**src/rtl/mem_byte_sequencer_if.sv**
```systemverilog
// rtl/mem_byte_sequencer_if.sv - Request/response and byte-memory signal bundle for mem_byte_sequencer
interface mem_byte_sequencer_if;
    logic        req_valid;
    logic        req_rw;
    logic [31:0] req_addr;
    logic [31:0] req_wdata;
    logic [1:0]  req_size;
    logic        req_se;
    logic        req_ready;
    logic        stall;
    logic        rsp_valid;
    logic [31:0] rsp_rdata;
    logic        misaligned;
    logic        mem_en;
    logic        mem_we;
    logic [31:0] mem_addr;
    logic [7:0]  mem_wdata;
    logic [7:0]  mem_rdata;

    modport slave (
        input  req_valid, req_rw, req_addr, req_wdata, req_size, req_se, mem_rdata,
        output req_ready, stall, rsp_valid, rsp_rdata, misaligned,
               mem_en, mem_we, mem_addr, mem_wdata
    );

    modport master (
        output req_valid, req_rw, req_addr, req_wdata, req_size, req_se, mem_rdata,
        input  req_ready, stall, rsp_valid, rsp_rdata, misaligned,
               mem_en, mem_we, mem_addr, mem_wdata
    );
endinterface

```
**src/rtl/mem_byte_sequencer.sv**
```systemverilog
// rtl/mem_byte_sequencer.sv - MEM-stage sequencer splitting loads/stores into big-endian byte memory cycles
module mem_byte_sequencer (
    input  logic                 Clk,
    input  logic                 R,
    mem_byte_sequencer_if.slave  bus
);
    typedef enum logic [1:0] {IDLE, XFER, CAPT, DONE} state_t;

    state_t      state, state_d;
    logic [1:0]  count, count_d;
    logic [31:0] acc, acc_d;
    logic [31:0] base, base_d;
    logic [31:0] wdata, wdata_d;
    logic [1:0]  size, size_d;
    logic        se, se_d;
    logic        rw, rw_d;
    logic        err, err_d;
    logic        rd_pending, rd_pending_d;

    logic        mem_en_q, mem_en_d;
    logic        mem_we_q, mem_we_d;
    logic [31:0] mem_addr_q, mem_addr_d;
    logic [7:0]  mem_wdata_q, mem_wdata_d;
    logic        rsp_valid_q, rsp_valid_d;
    logic        misaligned_q, misaligned_d;
    logic [31:0] rsp_rdata_q, rsp_rdata_d;

    logic        req_bad;
    logic [1:0]  last_d;
    logic [1:0]  byte_sel;
    logic [31:0] ext_d;

    function automatic logic [1:0] last_index(input logic [1:0] sz);
        case (sz)
            2'b00:   last_index = 2'd0;
            2'b01:   last_index = 2'd1;
            default: last_index = 2'd3;
        endcase
    endfunction

    always_comb begin
        req_bad = 1'b0;
        case (bus.req_size)
            2'b00:   req_bad = 1'b0;
            2'b01:   req_bad = bus.req_addr[0];
            2'b10:   req_bad = (bus.req_addr[1:0] != 2'b00);
            default: req_bad = 1'b1;
        endcase
    end

    // Next-state and next-output logic; every output is registered from these values.
    always_comb begin
        state_d = state;
        count_d = count;
        acc_d   = acc;
        base_d  = base;
        wdata_d = wdata;
        size_d  = size;
        se_d    = se;
        rw_d    = rw;
        err_d   = err;

        // Synchronous memory: read data of the previous cycle's read is valid now.
        if (rd_pending) begin
            acc_d = {acc[23:0], bus.mem_rdata};
        end

        case (state)
            IDLE: begin
                if (bus.req_valid) begin
                    base_d  = bus.req_addr;
                    wdata_d = bus.req_wdata;
                    size_d  = bus.req_size;
                    se_d    = bus.req_se;
                    rw_d    = bus.req_rw;
                    err_d   = req_bad;
                    count_d = 2'd0;
                    acc_d   = 32'd0;
                    state_d = req_bad ? DONE : XFER;
                end
            end
            XFER: begin
                if (count == last_index(size)) begin
                    state_d = rw ? DONE : CAPT;
                end else begin
                    count_d = count + 2'd1;
                end
            end
            CAPT:    state_d = DONE;
            default: state_d = IDLE;
        endcase

        last_d   = last_index(size_d);
        byte_sel = last_d - count_d;

        mem_en_d    = (state_d == XFER);
        mem_we_d    = mem_en_d & rw_d;
        mem_addr_d  = mem_en_d ? (base_d + {30'd0, count_d}) : 32'd0;
        mem_wdata_d = 8'd0;
        if (mem_en_d) begin
            case (byte_sel)
                2'd0:    mem_wdata_d = wdata_d[7:0];
                2'd1:    mem_wdata_d = wdata_d[15:8];
                2'd2:    mem_wdata_d = wdata_d[23:16];
                default: mem_wdata_d = wdata_d[31:24];
            endcase
        end
        rd_pending_d = mem_en_q & ~mem_we_q;

        case (size_d)
            2'b00:   ext_d = {{24{se_d & acc_d[7]}}, acc_d[7:0]};
            2'b01:   ext_d = {{16{se_d & acc_d[15]}}, acc_d[15:0]};
            default: ext_d = acc_d;
        endcase

        rsp_valid_d  = (state_d == DONE);
        misaligned_d = rsp_valid_d & err_d;
        rsp_rdata_d  = (rsp_valid_d && !rw_d && !err_d) ? ext_d : 32'd0;
    end

    always_ff @(posedge Clk or posedge R) begin
        if (R) begin
            state        <= IDLE;
            count        <= 2'd0;
            acc          <= 32'd0;
            base         <= 32'd0;
            wdata        <= 32'd0;
            size         <= 2'd0;
            se           <= 1'b0;
            rw           <= 1'b0;
            err          <= 1'b0;
            rd_pending   <= 1'b0;
            mem_en_q     <= 1'b0;
            mem_we_q     <= 1'b0;
            mem_addr_q   <= 32'd0;
            mem_wdata_q  <= 8'd0;
            rsp_valid_q  <= 1'b0;
            misaligned_q <= 1'b0;
            rsp_rdata_q  <= 32'd0;
        end else begin
            state        <= state_d;
            count        <= count_d;
            acc          <= acc_d;
            base         <= base_d;
            wdata        <= wdata_d;
            size         <= size_d;
            se           <= se_d;
            rw           <= rw_d;
            err          <= err_d;
            rd_pending   <= rd_pending_d;
            mem_en_q     <= mem_en_d;
            mem_we_q     <= mem_we_d;
            mem_addr_q   <= mem_addr_d;
            mem_wdata_q  <= mem_wdata_d;
            rsp_valid_q  <= rsp_valid_d;
            misaligned_q <= misaligned_d;
            rsp_rdata_q  <= rsp_rdata_d;
        end
    end

    // Stall drops in DONE so the instruction leaves MEM at the end of that cycle.
    assign bus.stall      = bus.req_valid & (state != DONE);
    assign bus.req_ready  = (state == IDLE);
    assign bus.rsp_valid  = rsp_valid_q;
    assign bus.rsp_rdata  = rsp_rdata_q;
    assign bus.misaligned = misaligned_q;
    assign bus.mem_en     = mem_en_q;
    assign bus.mem_we     = mem_we_q;
    assign bus.mem_addr   = mem_addr_q;
    assign bus.mem_wdata  = mem_wdata_q;
endmodule

```
**src/flat_wrapper.sv**
```systemverilog
// flat-port wrapper written by rule: the top's interface ports become plain ports
module mem_byte_sequencer_flat 
  (Clk, R, bus_req_valid, bus_req_rw, bus_req_addr, bus_req_wdata, bus_req_size, bus_req_se, bus_mem_rdata, bus_req_ready, bus_stall, bus_rsp_valid, bus_rsp_rdata, bus_misaligned, bus_mem_en, bus_mem_we, bus_mem_addr, bus_mem_wdata);
  mem_byte_sequencer_if bus_i ();
  input  logic Clk;
  input  logic R;
  input wire logic [$bits(bus_i.req_valid)-1:0] bus_req_valid;
  input wire logic [$bits(bus_i.req_rw)-1:0] bus_req_rw;
  input wire logic [$bits(bus_i.req_addr)-1:0] bus_req_addr;
  input wire logic [$bits(bus_i.req_wdata)-1:0] bus_req_wdata;
  input wire logic [$bits(bus_i.req_size)-1:0] bus_req_size;
  input wire logic [$bits(bus_i.req_se)-1:0] bus_req_se;
  input wire logic [$bits(bus_i.mem_rdata)-1:0] bus_mem_rdata;
  output wire logic [$bits(bus_i.req_ready)-1:0] bus_req_ready;
  output wire logic [$bits(bus_i.stall)-1:0] bus_stall;
  output wire logic [$bits(bus_i.rsp_valid)-1:0] bus_rsp_valid;
  output wire logic [$bits(bus_i.rsp_rdata)-1:0] bus_rsp_rdata;
  output wire logic [$bits(bus_i.misaligned)-1:0] bus_misaligned;
  output wire logic [$bits(bus_i.mem_en)-1:0] bus_mem_en;
  output wire logic [$bits(bus_i.mem_we)-1:0] bus_mem_we;
  output wire logic [$bits(bus_i.mem_addr)-1:0] bus_mem_addr;
  output wire logic [$bits(bus_i.mem_wdata)-1:0] bus_mem_wdata;
  assign bus_i.req_valid = bus_req_valid;
  assign bus_i.req_rw = bus_req_rw;
  assign bus_i.req_addr = bus_req_addr;
  assign bus_i.req_wdata = bus_req_wdata;
  assign bus_i.req_size = bus_req_size;
  assign bus_i.req_se = bus_req_se;
  assign bus_i.mem_rdata = bus_mem_rdata;
  assign bus_req_ready = bus_i.req_ready;
  assign bus_stall = bus_i.stall;
  assign bus_rsp_valid = bus_i.rsp_valid;
  assign bus_rsp_rdata = bus_i.rsp_rdata;
  assign bus_misaligned = bus_i.misaligned;
  assign bus_mem_en = bus_i.mem_en;
  assign bus_mem_we = bus_i.mem_we;
  assign bus_mem_addr = bus_i.mem_addr;
  assign bus_mem_wdata = bus_i.mem_wdata;
  mem_byte_sequencer u_core (.Clk(Clk), .R(R), .bus(bus_i));
endmodule
```
**config.mk**
```make
export PLATFORM = sky130hd
export DESIGN_NAME = mem_byte_sequencer_flat
export DESIGN_NICKNAME = d
export VERILOG_FILES = /design/src/rtl/mem_byte_sequencer_if.sv /design/src/rtl/mem_byte_sequencer.sv /design/src/flat_wrapper.sv
export SDC_FILE = /design/constraint.sdc
export NUM_CORES = 1
export LEC_CHECK = 0
export BUFFER_PORTS_ARGS = -buffer_cell sky130_fd_sc_hd__buf_2
export CAP_MARGIN = 20
export CORE_AREA = 2 2 122 124
export CTS_BUF_LIST = sky130_fd_sc_hd__clkbuf_8
export DETAILED_ROUTE_END_ITERATION = 8
export DIE_AREA = 0 0 124 126
export GPL_ROUTABILITY_DRIVEN = 0
export PLACE_DENSITY_LB_ADDON = 0.25
export SYNTH_ARGS = -nofsm -noshare
export SYNTH_HDL_FRONTEND = slang
export SYNTH_SLANG_ARGS = --single-unit
export TNS_END_PERCENT = 10
```
**constraint.sdc**
```tcl
create_clock -name Clk -period 7 [get_ports Clk]
set_input_delay 0.7 -clock Clk [delete_from_list [all_inputs] [get_ports Clk]]
set_output_delay 0.7 -clock Clk [all_outputs]
set_load 0.02 [all_outputs]
```
==> results.md, run 1 <==
- Initial antenna violation count: 1
- RSZ-0062 raised after global routing: no
- Starting DRT DRC Count: 423
- Worst Path Arrival: 4210 ps
- Resize count post-CTS: 0
- Final Hold Fails: 0
- WL final: 17,040 µm
- Final Cycle Share: 0.5498
- Reg clk slew, reported paths: 100 ps
- Root buffer cell: clkbuf_8
- Setup TNS: 0 ps
- Die span in x: 124 µm
- Row count: 44
- CTS Buffer Depth: 2
- Critical path class: reg -> reg
- Hold WS: 119.5 ps
- Dpl cells: 1,092
- Hpwl dp: 11,430 µm
- Post-DP Area: 0.008717 mm²
- Full die area: 0.01562 mm²
- Clk sinks: 182
- Slowest library cell on the worst path: buf_4
- Startpoint Class: flip-flop
- Post-Layout Cell Count: 1,127
- Cell Chain, Critical Path: nor3b_4, buf_4, nand2_1, nand2_1, nand2b_1, inv_1, ha_1, xnor2_4, xnor2_1, nor3_1, a2111oi_2
- WP data required: 7360 ps
- CP Launch Point: u_core.state[0]$_DFF_PP0_
- Most frequent cell on the critical path: nand2_1
- Fmax: 0.2598 GHz
- Final setup viols: 0
- Min-Delay Path Class: in -> async
- CTS Buf Count: 17
- Area grow syn2layout: 15.40%
- Most used flip-flop cell after synthesis: dfrtp_1
- I/O Buffers: 156
- P_leak: 0.004658 µW
- Syn_area_per_cell: 9.948 µm²
- Routed Antenna Nets: 0
- H-tree levels: 4
- Synth cell types: 55
- Global-route wire length before repair: 27,480 µm
- Placeable Area: 0.01431 mm²
- Hold_buf cts: 0
- CP endpoint kind: flip-flop
- Crit path max-delay family: simple AND/OR/NAND/NOR gates
- Synthesized instance count: 792
- Crit path to: u_core.bus.mem_wdata[2]$_DFF_PP0_
- Routed WL per cell: 15.12 µm
- Pwr per Cell Area: 463.4 mW/mm²
- Pins Over Slew Limit: 0
- Register area share after synthesis: 0.5781
- Reg2reg start: u_core.state[0]$_DFF_PP0_
- Reg2Reg Depth: 11
- Pin count of the biggest net entering global routing: 113
- R2r endpoint: u_core.bus.mem_wdata[2]$_DFF_PP0_
- Synth warn: 0
- Critical Path Stages: 11
- Die H: 126 µm
- Worst-Margin Slew: 928.5 ps
- Worst reg-to-reg setup slack: 3150 ps
- Mapped Area: 0.007879 mm²
- Peak supply drop: 254.3 µV
- Crit path largest cell delay: 720 ps
- # fillers: 1,238
- Final Skew: 15.49 ps
- Initial cell density of the core: 0.5504
- WP buf/inv: 2
- Multi-input logic area: 0.003022 mm²
- Layout Nets: 1,012
- Finished Cell Area: 0.009092 mm²
- Syn_nets: 875
- I/O pin total: 157
- Vias in the first global route: 5,653
- Relative slew slack: 0.3810
- Crit path max fanout: 90
- Status: complete, no violations
- Layout cells sized above 1: 0.2285
- First drt pass iteration count: 5
- Clock Latency Late Sink: 470 ps
- Ys async rst share: 1.000
- DRC: 0
- Via Count: 5,844
- Reg area: 0.004556 mm²
- All-Layer GR Usage: 0.2269
- Post-CTS setup buffers: 0
- Via density: 5.185
- Congestion Overflow GR: 0
- Post-synth EDFFs: 0
- # Max-Cap Violations: 0
- Fin crit period: 3848 ps
- Seq cells post-synth: 182
- CTS tree: done
[worst min-delay path by stage]
stage / endpoint / slack [ps] / cells past startpoint
2_1_floorplan: u_core.wdata[16]$_DFF_PP0_ / 440 / 2
3_3_place_gp: u_core.rd_pending$_DFF_PP0_ / 420 / 1
3_5_place_dp: u_core.rd_pending$_DFF_PP0_ / 430 / 1
4_1_cts: u_core.rd_pending$_DFF_PP0_ / 430 / 1
5_1_grt: u_core.state[0]$_DFF_PP0_ / 110 / 2
6_report: u_core.bus.mem_we$_DFF_PP0_ / 120 / 2
[cell usage after synthesis (2+ instances only)]
cell type	number	share of area
a2111oi_2	3	0.0057
a21boi_0	2	0.0019
a21oi_1	42	0.027
a31oi_1	3	0.0024
and2_1	5	0.0040
and3_1	9	0.0071
buf_2	20	0.013
buf_4	2	0.0019
buf_6	2	0.0029
clkbuf_1	20	0.0095
dfrtp_1	182	0.58
ha_1	3	0.0048
inv_1	23	0.011
mux2_2	5	0.0071
mux2i_1	46	0.058
nand2_1	182	0.087
nand2b_1	2	0.0016
nand3_1	17	0.011
nand4_1	7	0.0056
nor2_1	106	0.051
nor2b_1	2	0.0016
nor3_1	23	0.015
nor3b_1	3	0.0029
nor4_1	6	0.0048
nor4_2	2	0.0032
o21ai_0	11	0.0070
o21ai_1	3	0.0019
or3_1	13	0.010
or4_1	2	0.0019
xnor2_1	20	0.022
xor2_1	2	0.0022
[metrics by stage]
step,total power (µW),setup WS (ps),utilization
6_report,4213,3152,0.6352
5_1_grt,4556,2657,0.6349
4_1_cts,4240,3152,0.6324
3_5_place_dp,3614,2857,0.6090
3_3_place_gp,3567,2959,0.6085
2_1_floorplan,3153,1356,-
[area by class of cell]
class | count | area share
multi-input cells | 542 | 0.3323
clock inverters | 13 | 0.009633
repair buffers | 163 | 0.09385
clock buffers | 18 | 0.02725
well taps | 184 | 0.02532
inverters | 23 | 0.01005
flip-flops and latches | 182 | 0.5010
diodes | 2 | 0.0005504
[layout by cell type, fill, tap and decap left out, types with 6 or more instances in the layout]
cell type  count
nand2_1      182
a21oi_1       42
and3_1         9
o21ai_0       11
nand3_1       17
buf_2        156
mux2i_1       46
buf_4          6
clkbuf_8      18
nor3_1        23
inv_1         25
or3_1         13
nor4_1         6
nand4_1        7
nor2_1       106
dfrtp_1      181
xnor2_1       20
[cell families (layout without fill, tap and decap cells)]
group | after synthesis | count (layout) | share of synthesized area
adders and majority gates | 4 | 4 | 0.007306
muxes | 53 | 53 | 0.07019
DFF | 182 | 182 | 0.5781
and+or+nand+nor | 385 | 385 | 0.2134
other | 0 | 2 | 0
xor gates and xnor gates | 24 | 24 | 0.03145
AOI/OAI and AO/OA | 76 | 76 | 0.06114
buffers and inverters | 68 | 217 | 0.03843
[sequential cells by signal, indices dropped and copies added (netlist names)]
name,count
u_core.bus.mem_en,1
u_core.se,1
u_core.rw,1
u_core.wdata,32
u_core.bus.mem_we,1
u_core.bus.mem_addr,32
u_core.acc,32
u_core.base,32
u_core.bus.mem_wdata,8
u_core.bus.rsp_rdata,32
u_core.bus.misaligned,1
u_core.count,2
u_core.state,2
u_core.size,2
u_core.bus.rsp_valid,1
u_core.err,1
u_core.rd_pending,1
[layer usage]
layer / track usage / vias to the layer above / wire, µm
met4: 0.07535 / 0 / 284
met2: 0.3575 / 153 / 8204
met5: 0 / - / 0
met1: 0.3126 / 2790 / 7668
li1: - / 2882 / -
met3: 0.05163 / 19 / 882
[where the power goes]
part,switching (µW),leakage [µW],total (µW),internal (µW)
clock network,367,0.000180,619,252
logic,1200,0.00212,1890,695
registers,244,0.00236,1700,1460
(Power assumes the default switching activity.)
==> inputs of run 2 (changes only) <==
Clock period 7 ns to 4 ns, I/O delays scaled along.
==> run 2 against run 1 <==
  * First-iteration DRC count fell by 12%
  * Final cell count is 0.27% higher
  * Clock power rose by 91%
  * Critical path depth is 2 lower
  * Core utilization grew 0.45 points
  * Flip-flop and latch count did not move
  * Non-clock buffer count grew 6
  * Clock skew down 4.3 ps
  * Total power increased by 79%
  * Global-route usage increased by 0.50 points
  * Cell area rose by 0.72%
  * Critical path type unchanged
  * Critical endpoint is now u_core.bus.mem_wdata[3]$_DFF_PP0_
  * Largest power group unchanged
==> results.md, run 2 (synthesis gave the netlist of run 1 again) <==
- Clk pwr share: 0.156 (+0.009)
- Fin crit period: 3230 ps (-618.8 ps)
- CTS Buf Count: 17 (unchanged)
- Clk sinks: 182 (unchanged)
- Layout Nets: 1,018 (+0.59%)
- Status: complete, no violations
- Min-Delay Path Class: in -> async
- CTS Buffer Depth: 2 (unchanged)
- Pint: 4360 µW (+81%)
- Die H: 126 µm (unchanged)
- Vias in the first global route: 5,725 (+1.3%)
- WP data required: 4340 ps (-3020 ps)
- # fillers: 1,232 (-0.48%)
- Die span in x: 124 µm (unchanged)
- # Max-Cap Violations: 0 (unchanged)
- CTS tree: done
- Final setup viols: 0 (unchanged)
- Hold_buf cts: 0 (unchanged)
- I/O pin total: 157 (unchanged)
- I/O Buffers: 156 (unchanged)
- Hold WS: 124.4 ps (+4.855 ps)
- Relative slew slack: 0.3092 (-0.07175)
- Row count: 44 (unchanged)
- Placeable Area: 0.01431 mm² (unchanged)
- Pwr per Cell Area: 824.1 mW/mm² (+78%)
- All-Layer GR Usage: 0.2318 (+0.004965)
- Hpwl dp: 11,490 µm (+0.52%)
- Logic gate share of total power: 0.458 (+0.009)
- Commonest cells after routing, fill and taps aside: nand2_1, dfrtp_1, buf_2, nor2_1, mux2i_1
- DRC: 0 (unchanged)
- Fmax: 0.3096 GHz (+19%)
- Final Hold Fails: 0 (unchanged)
- Share of power burned in registers: 0.386 (-0.018)
- Setup TNS: 0 ps (unchanged)
- Via density: 5.206 (+0.40%)
- Switch share: 0.4223 (-0.006433)
- Full die area: 0.01562 mm² (unchanged)
- H-tree levels: 4 (unchanged)
- Startpoint Class: flip-flop
- Pins Over Slew Limit: 0 (unchanged)
- First drt pass iteration count: 4 (-1)
- Peak supply drop: 391.1 µV (+54%)
- Clock Latency Late Sink: 450 ps (-20 ps)
- RSZ-0062 raised after global routing: no
- Pin count of the biggest net entering global routing: 183 (+62%)
- Critical path class: reg -> reg
- Starting DRT DRC Count: 373 (-12%)
- Final Skew: 11.22 ps (-4.275 ps)
- Worst Path Arrival: 3570 ps (-640 ps)
- Root buffer cell: clkbuf_8
- Worst-Margin Slew: 1036 ps (+107.6 ps)
- Initial antenna violation count: 1 (unchanged)
- Most common cell after layout, fill and taps aside: nand2_1
- Routed Antenna Nets: 0 (unchanged)
- Initial cell density of the core: 0.5504 (unchanged)
- P_leak: 0.004679 µW (+0.45%)
- Psw: 3187 µW (+76%)
- WL final: 17,140 µm (+0.56%)
- Crit path max fanout: 13 (-86%)
- Global-route wire length before repair: 28,290 µm (+2.9%)
- Reg clk slew, reported paths: 90 ps (about the same)
- Congestion Overflow GR: 0 (unchanged)
- Resize count post-CTS: 0 (unchanged)
- Via Count: 5,883 (+0.67%)
- CP endpoint kind: flip-flop
- Ant. Diodes: 0 (-2)
- Post-CTS setup buffers: 0 (unchanged)
- Final Cycle Share: 0.8074 (+0.2576)
- Area grow syn2layout: 16.23%
- Routed WL per cell: 15.16 µm (+0.29%)
- Layout cells sized above 1: 0.2347 (+0.006192)
## run 2: path summary, 6_finish.rpt
check	to	start	cells past startpoint	slack, ps
worst max-delay path	u_core.bus.mem_wdata[3]$_DFF_PP0_	u_core.state[0]$_DFF_PP0_	9	770
worst min-delay path	u_core.bus.rsp_rdata[21]$_DFF_PP0_	R	3	120
worst max register to register	u_core.bus.mem_wdata[3]$_DFF_PP0_	u_core.state[0]$_DFF_PP0_	9	770
worst min register to register	u_core.rd_pending$_DFF_PP0_	u_core.bus.mem_we$_DFF_PP0_	1	420
max in group asynchronous	u_core.bus.mem_addr[14]$_DFF_PP0_	R	3	3040
min in group Clk	u_core.wdata[9]$_DFF_PP0_	bus_req_wdata[9]	3	160
## run 2: critical path, cell delays in order, from the launching register on
cell       delay (ps)
dfrtp_1           500
nor3b_4           330
mux2i_2           490
nand2b_1          140
inv_1              80
ha_1              230
xnor2_4           130
xnor2_1           740
nor3_1            120
a2111oi_2         350
## run 2: per-layer routing
layer,GRT usage,up-vias,wire length [µm]
met1,0.3218,2852,7775
li1,-,2897,-
met4,0.07336,0,205
met3,0.05389,16,817
met5,0,-,0
met2,0.3639,118,8337
## run 2: per-stage QoR
stage | setup WS [ps] | total power (µW) | instances | instance area [µm²] | utilization
2_1_floorplan | 637.9 | 5519 | 792 | 7883 | -
3_3_place_gp | 829.3 | 6326 | 1100 | 8788 | 0.6140
3_5_place_dp | 780.1 | 6424 | 1100 | 8788 | 0.6140
4_1_cts | 743.4 | 7621 | 1130 | 9158 | 0.6398
5_1_grt | 452.0 | 8161 | 1130 | 9158 | 0.6398
6_report | 770.4 | 7547 | 1130 | 9158 | 0.6398
## run 2: final cells by class
| cell class | instances | area [µm²] | share of cell area |
|---|---|---|---|
| inverter | 23 | 90.09 | 0.009837 |
| multi-input combinational | 542 | 3022 | 0.3300 |
| timing repair buffer | 169 | 890.9 | 0.09728 |
| clock inverter | 13 | 135.1 | 0.01476 |
| sequential | 182 | 4556 | 0.4975 |
| tap | 184 | 230.2 | 0.02514 |
| clock buffer | 17 | 234.0 | 0.02555 |
## run 2: power by group through the flow
stage	logic, µW	registers [µW]	clock network, µW
global placement	3400	2930	0
global route	3880	2990	1280
detailed placement	3480	2940	0
floorplan	2420	3100	0
finish	3460	2910	1180
CTS	3490	2920	1210
